### config.mk
export PLATFORM = sky130hd
export DESIGN_NAME = div_iter
export DESIGN_NICKNAME = d
export VERILOG_FILES = /design/src/rtl/div_iter.sv
export SDC_FILE = /design/constraint.sdc
export NUM_CORES = 1
export LEC_CHECK = 0
export BUFFER_PORTS_ARGS = -buffer_cell sky130_fd_sc_hd__buf_4
export CORE_MARGIN = 5
export CORE_UTILIZATION = 60
export CTS_CLUSTER_DIAMETER = 30
export CTS_CLUSTER_SIZE = 20
export DETAILED_ROUTE_END_ITERATION = 10
export HOLD_SLACK_MARGIN = 0.03
export PLACE_DENSITY = 0.82
export SYNTH_ARGS = -nofsm -noshare
export SYNTH_HDL_FRONTEND = slang
export SYNTH_SLANG_ARGS = --single-unit
### constraint.sdc
create_clock -name clock -period 28.9 [get_ports clock]
set_input_delay 2.89 -clock clock [delete_from_list [all_inputs] [get_ports clock]]
set_output_delay 2.89 -clock clock [all_outputs]
set_load 0.005 [all_outputs]
### src/rtl/div_iter.sv
// Iterative radix-2 restoring divider (RISC-V DIV/DIVU/REM/REMU), one quotient bit per clock.
// Define DIV_FAST_SPECIAL_EN to resolve divide-by-zero and signed overflow in one cycle.
module div_iter #(
  parameter int WIDTH = 64
) (
  input  logic             clock,
  input  logic             reset,
  input  logic             flush,
  input  logic             in_valid,
  output logic             in_ready,
  input  logic             is_signed,
  input  logic [WIDTH-1:0] dividend,
  input  logic [WIDTH-1:0] divisor,
  output logic             out_valid,
  input  logic             out_ready,
  output logic [WIDTH-1:0] quotient,
  output logic [WIDTH-1:0] remainder
);

  localparam int CW = $clog2(WIDTH + 1);

  typedef enum logic [1:0] {IDLE, CALC, DONE} state_t;

  state_t           r_state;
  state_t           w_next;
  logic [CW-1:0]    r_cnt;
  logic [WIDTH-1:0] r_rem;
  logic [WIDTH-1:0] r_dvd;
  logic [WIDTH-1:0] r_dvsr;
  logic             r_qsign;
  logic             r_rsign;
  logic             r_dz;
  logic [WIDTH-1:0] r_quotient;
  logic [WIDTH-1:0] r_remainder;

  logic [WIDTH-1:0] w_dvd_abs;
  logic [WIDTH-1:0] w_dvsr_abs;
  logic             w_dz;
  logic             w_fast;
  logic [WIDTH:0]   w_shift;
  logic [WIDTH:0]   w_trial;
  logic             w_borrow;
  logic [WIDTH-1:0] w_rem_next;
  logic [WIDTH-1:0] w_q_fix;
  logic [WIDTH-1:0] w_r_fix;
  logic             w_calc_done;

  assign w_dvd_abs  = (is_signed && dividend[WIDTH-1]) ? -dividend : dividend;
  assign w_dvsr_abs = (is_signed && divisor[WIDTH-1])  ? -divisor  : divisor;
  assign w_dz       = (divisor == '0);

`ifdef DIV_FAST_SPECIAL_EN
  logic w_ovf;
  assign w_ovf  = is_signed && (dividend == {1'b1, {(WIDTH-1){1'b0}}}) && (&divisor);
  assign w_fast = w_dz | w_ovf;
`else
  assign w_fast = 1'b0;
`endif

  // Partial remainder is below the divisor, so a wrapped WIDTH+1 bit result sets the top bit on borrow.
  assign w_shift    = {r_rem, r_dvd[WIDTH-1]};
  assign w_trial    = w_shift - {1'b0, r_dvsr};
  assign w_borrow   = w_trial[WIDTH];
  assign w_rem_next = w_borrow ? w_shift[WIDTH-1:0] : w_trial[WIDTH-1:0];

  // Divide-by-zero leaves |dividend| in the remainder; restoring its sign yields the dividend itself.
  assign w_q_fix     = r_dz ? '1 : (r_qsign ? -r_dvd : r_dvd);
  assign w_r_fix     = r_rsign ? -r_rem : r_rem;
  assign w_calc_done = (r_cnt == CW'(WIDTH));

  always_ff @(posedge clock or posedge reset) begin
    if (reset) begin
      r_state <= IDLE;
    end else begin
      r_state <= w_next;
    end
  end

  always_comb begin
    w_next = r_state;
    case (r_state)
      IDLE:    if (in_valid) w_next = w_fast ? DONE : CALC;
      CALC:    if (w_calc_done) w_next = DONE;
      DONE:    if (out_ready) w_next = IDLE;
      default: w_next = IDLE;
    endcase
    if (flush) w_next = IDLE;
  end

  always_ff @(posedge clock or posedge reset) begin
    if (reset) begin
      r_cnt       <= '0;
      r_rem       <= '0;
      r_dvd       <= '0;
      r_dvsr      <= '0;
      r_qsign     <= 1'b0;
      r_rsign     <= 1'b0;
      r_dz        <= 1'b0;
      r_quotient  <= '0;
      r_remainder <= '0;
    end else if (!flush) begin
      case (r_state)
        IDLE: begin
          if (in_valid) begin
            r_cnt   <= '0;
            r_rem   <= '0;
            r_dvd   <= w_dvd_abs;
            r_dvsr  <= w_dvsr_abs;
            r_qsign <= is_signed & (dividend[WIDTH-1] ^ divisor[WIDTH-1]);
            r_rsign <= is_signed & dividend[WIDTH-1];
            r_dz    <= w_dz;
            if (w_fast) begin
              r_quotient  <= w_dz ? '1 : dividend;
              r_remainder <= w_dz ? dividend : '0;
            end
          end
        end
        CALC: begin
          if (w_calc_done) begin
            r_quotient  <= w_q_fix;
            r_remainder <= w_r_fix;
          end else begin
            r_rem <= w_rem_next;
            r_dvd <= {r_dvd[WIDTH-2:0], ~w_borrow};
            r_cnt <= r_cnt + CW'(1);
          end
        end
        default: ;
      endcase
    end
  end

  assign in_ready  = (r_state == IDLE);
  assign out_valid = (r_state == DONE);
  assign quotient  = r_quotient;
  assign remainder = r_remainder;

endmodule
# [Word level (Yosys, flattened, before mapping)]
# Cells that the tools add are included.
# Widths: inputs -> output; s select.
[op_classes] mux=20 bitwise=5 reduce_logical=9 add_sub_neg=6 n_eq_ne=8
[op_table] cell="$mux 64" count=10
[op_table] cell="$neg 64->64" count=4
[op_table] cell="$pmux 64 s2" count=2
[op_table] cell="$sub 65x64->65" count=1
[op_table] cell="$logic_not 64->1" count=1
[op_table] cell="$mux 7" count=2
[op_table] cell="$pmux 7 s2" count=1
[op_table] cell="$reduce_and 3->1" count=3
[op_table] cell="$mux 2" count=4
[op_table] cell="$add 7x1->7 const B" count=1
[op_table] cell="$eq 7x7->1 const B" count=1
[op_table] cell="$ne 3x3->1 const B" count=2
[op_table] cell="$pmux 2 s3" count=1
[op_table] cell="$ne 2x2->1 const B" count=2
[op_table] cell="$reduce_and 4->1" count=1
[op_table] cell="$ne 3x2->1 const B" count=1
[op_table] cell="$and 1x1->1" count=2
[op_table] cell="$eq 2x1->1 const B" count=1
[op_table] cell="$eq 2x2->1 const B" count=1
[op_table] cell="$logic_and 1x1->1" count=2
[op_table] cell="$logic_not 2->1" count=1
[op_table] cell="$not 1->1" count=2
[op_table] cell="$reduce_bool 2->1" count=1
[op_table] cell="$xor 1x1->1" count=1
[totals] out_inout_bits=130 register_bits=332 input_bits=134 wordCells=58

# [Depth between registers and ports, before layout]
[depth] depth_word=4 ltp_mapped=16 mapped_depth_nobuf=14

# [Worst setup path before layout]
# OpenSTA, ideal clock, no wires.
[synth_timing] kind="in2reg" from="input dividend[16]" to="register r_dvd[59]" setup_ns=0.135 stages=11 setup_slack_ns=22.869 arrival_ns=5.896 path_buffers=0 t_required_ns=28.765 path_cell_list="or4_1 or4_1 or2_2 nor4_1 nand2_1 nor3b_1 nand2_1 nor3_1 a21oi_1 xnor2_1 o22ai_1"
[synth_between] elab_chain_len=4
[synth_lines] item="start, declared" line="12" rtl="input logic [WIDTH-1:0] dividend,"
[synth_lines] item="$neg 64->64" line="48" rtl="assign w_dvd_abs = (is_signed && dividend[WIDTH-1]) ? -dividend : dividend;"
[synth_lines] item="$mux 64" line="48"
[synth_lines] item="$mux 64" line="104" rtl="if (in_valid) begin"
[synth_lines] item="$pmux 64 s2" line="102" rtl="case (r_state)"
[synth_lines] item="end signal, assigned" line="107" rtl="r_dvd <= w_dvd_abs;"
[synth_lines] item="end signal, assigned" line="124" rtl="r_dvd <= {r_dvd[WIDTH-2:0], ~w_borrow};"
[synth_lines] item="end, declared" line="28" rtl="logic [WIDTH-1:0] r_dvd;"
# Every way passes these cells. The select of a mux whose other input is x is not followed.
# A chain may end at the register's enable or synchronous reset.

# [Worst setup path in the final report]
[layout_timing] from="input dividend[14]" to="register r_dvd[61]"
# Same word-level chain as after synthesis.

==> flow_summary.json <==
{
  "status": "finished clean",
  "relSlewSlack": 0.232,
  "first_pass_iters": 6,
  "cts_resized": 0,
  "die_h_microns": 201,
  "start_util": 0.610,
  "cts_tree": "built",
  "grt_pass1_vias": 20200,
  "synth_top_family_by_area": "compound AO/OA/AOI/OAI gates",
  "instances_no_fill": 3347,
  "crit_type": "input pin to register",
  "worstHoldPathCells": 2,
  "setup-tns-final_ns": 0,
  "r2r_end": "r_rem[56]$_DFFE_PP0P_",
  "whs_ns": 0.474,
  "cp_num_buf_inv": 1,
  "hold_buffers": 0,
  "reg2regPathDepth": 15,
  "die-area_sq_um": 40200,
  "worst_setup_path_start_kind": "input pin",
  "worstHoldStart": "remainder[42]$_DFFE_PP0P_",
  "synthCells": 2619,
  "ys_async_sr_fraction": 1.00,
  "hold_viol": 0,
  "wl_per_cell_microns": 19.7,
  "crit_family": "simple AND/OR/NAND/NOR gates",
  "n_antenna_cell": 0,
  "path_cells": "buf_4 > or4_1 > or4_1 > or2_2 > nor4_1 > nand2_1 > nor3b_1 > nand2_1 > nor3_1 > a21oi_1 > xnor2_1 > a21oi_1",
  "synth.distinct_cells": 70,
  "fin_crit_sh": 0.230,
  "synth_xor_xnor_area_share": 0.126,
  "crit_fanout": 7,
  "yosys_warnings": 0,
  "root_buffer": "clkbuf_16",
  "wirelength_microns": 66000,
  "dp_hpwl_microns": 46100,
  "peakVddDrop_mv": 0.0752,
  "fill_cells": 2635,
  "drv_slew": 0,
  "clock_sinks": 332,
  "nets": 3031,
  "grt_overflow": 0,
  "cts_setup_buffers": 0,
  "ys_ff_latch": 332,
  "num_io_pins": 264,
  "synthesis.nets": 2824,
  "power.density_nw_per_um2": 97.3,
  "synth_area_sq_um": 21800,
  "grt_usage": 0.317,
  "setup_viol": 0,
  "clockBufferDepth": 3,
  "rsz0062_at_grt": "no",
  "core_sq_um": 35700,
  "tightest_slew_ns": 1.15,
  "routed_via_density": 6.26,
  "grt_pass1_wl_microns": 106000,
  "numCtsBuffers": 74,
  "drt_iter0_drc": 2190,
  "hp-class": "register to register",
  "arrival_ns": 7.08,
  "clock_skew_ns": 0.0191,
  "synthFlopType": "dfrtp_1",
  "drv_cap": 0,
  "muxShareOfSynthArea": 0.00965,
  "min_delay_worst_endpoint": "remainder[42]$_DFFE_PP0P_",
  "avgSynthCellArea_sq_um": 8.32,
  "critical_path_required_ns": 29.34,
  "io_buffers": 263,
  "power_mw": 2.58,
  "end_kind": "register",
  "utilization": 0.741,
  "slowest_stage": "nor3b_1",
  "cpPeakStageDelay_ns": 0.71,
  "leakage_nw": 11.7,
  "grt_max_degree": 137,
  "clk_latency_ns": 0.57,
  "clk_pin_slew_worst_paths_ns": 0.05,
  "r2r_slack_ns": 23.39,
  "die_w_microns": 201,
  "drive_gt1_frac": 0.155,
  "synth_compound_area_frac": 0.221,
  "synth-edff-count": 0,
  "r2r_start": "r_dvd[63]$_DFFE_PP0P_",
  "antenna_found_initial": 0,
  "h-tree-depth": 3,
  "fmax_ghz": 0.151,
  "yosys.area_share.adder": 0.0411,
  "vias": 20900,
  "fp-row-count": 69,
  "yosys.area_share.simple": 0.180,
  "ys_seq_area_frac": 0.381,
  "place.gp.congestion": 0.979,
  "area_growth_syn_to_layout_pct": 21.5,
  "period_needed_ns": 6.64,
  "drc_errors": 0,
  "place_inst": 3211,
  "ant_nets": 0
}
[sequential cells by signal, summed over array words and instances, names as in the netlist]
name	count
r_dvd	64
remainder	64
quotient	64
r_dvsr	64
r_dz	1
r_cnt	7
r_state	2
r_rsign	1
r_rem	64
r_qsign	1
[cells in the final DEF, fill, tap and decap left out, types with 32 or more instances in the layout]
cell / count
a21o_1: 37
a21oi_1: 224
buf_4: 281
clkbuf_16: 77
dfrtp_1: 330
ha_1: 70
inv_1: 87
nand2_1: 323
nand3_1: 65
nand4_1: 32
nor2_1: 223
nor3_1: 43
o21ai_0: 264
o22ai_1: 59
o31ai_1: 57
xnor2_1: 99
xor2_1: 212
[worst max-delay path by stage]
stage	start	endpoint	slack (ns)	cells after the start
2_1_floorplan	reset	quotient[0]$_DFFE_PP0P_	16.81	1
3_3_place_gp	dividend[16]	r_dvd[59]$_DFFE_PP0P_	21.90	12
3_5_place_dp	dividend[16]	r_dvd[59]$_DFFE_PP0P_	21.85	12
4_1_cts	dividend[16]	r_dvd[61]$_DFFE_PP0P_	22.37	12
5_1_grt	dividend[14]	r_dvd[61]$_DFFE_PP0P_	22.02	12
6_report	dividend[14]	r_dvd[61]$_DFFE_PP0P_	22.26	12
[through the flow]
stage | cell area (sq um) | setup slack [ns]
2_1_floorplan | 21800 | 16.81
3_3_place_gp | 24000 | 21.90
3_5_place_dp | 24000 | 21.85
4_1_cts | 26500 | 22.37
5_1_grt | 26500 | 22.02
6_report | 26500 | 22.26
[where the power goes]
| part | total, mW | internal, mW | switching, mW |
|---|---|---|---|
| sequential | 0.681 | 0.543 | 0.138 |
| combinational | 1.07 | 0.419 | 0.650 |
| clock | 0.827 | 0.547 | 0.279 |
[worst register-to-register path, stage by stage (launching register included)]
cell and delay, ns:
dfrtp_1 0.32, inv_1 0.13, ha_1 0.26, fa_1 0.40, nor2b_1 0.19, o31a_1 0.19, o41ai_1 0.15, o311a_1 0.43
o41ai_1 0.74, a21oi_1 0.31, o211ai_1 0.30, a41oi_1 0.39, xnor2_2 0.23, buf_4 0.44, nand2_1 0.50, o21ai_0 0.40
[routing by layer]
metal / up-vias / GRT usage / share of wire
met2: 1029 / 0.471 / 0.44
met3: 135 / 0.0766 / 0.10
li1: 9789 / - / -
met1: 9988 / 0.468 / 0.44
met5: - / 0 / 0
met4: 0 / 0.0855 / 0.024
[synth_stat cells, types with 5 or more instances]
cell type    n  area (sq um)
a211oi_1     5          37.5
clkbuf_1   142           533
nor3_1      43           215
mux2i_1     21           210
inv_1       89           334
nor2_1     225           845
nand3_1     65           325
o31ai_1     57           428
nor4_1      18           113
o221ai_1     8          70.1
o22ai_1     59           369
o311ai_0    31           272
a32oi_1     10          87.6
and2_1       7          43.8
nor3b_1      7          52.6
o21a_1       9          67.6
or3_1       23           144
nand3b_1     7          52.6
xnor2_1    100           876
a31oi_1     13          81.3
a21o_1      37           278
o41ai_1     28           245
nand4_1     32           200
buf_1        6          22.5
o21bai_1    10          75.1
ha_1        70           876
dfrtp_1    332          8310
or4_1       27           203
a21oi_1    224          1120
and3_1       9          56.3
or2_2       10          62.6
xor2_1     213          1870
nand2_1    324          1220
nor2b_1     12          75.1
o21ai_0    264          1320
nand2b_1    21           131
[cell families (layout without fill, tap and decap cells)]
kind of cell	Yosys count	after routing
AND/OR/NAND/NOR	848	848
flip-flops	332	332
buffers and inverters	239	506
multiplexers	21	21
AO/OA/AOI/OAI	795	795
XOR/XNOR	313	313
adder cells (fa/ha/maj)	71	71
[final cells by class]
type                    instances  area (sq um)  share of cell area
inverters                      89           342              0.0129
multi-input cells            2048         12600               0.477
well taps                     461           577              0.0218
repair buffers                281          2110              0.0797
clock buffers                  89          2010              0.0760
clock inverters                47           483              0.0182
flip-flops and latches        332          8310               0.314
Power figures use the tool's default switching activity.
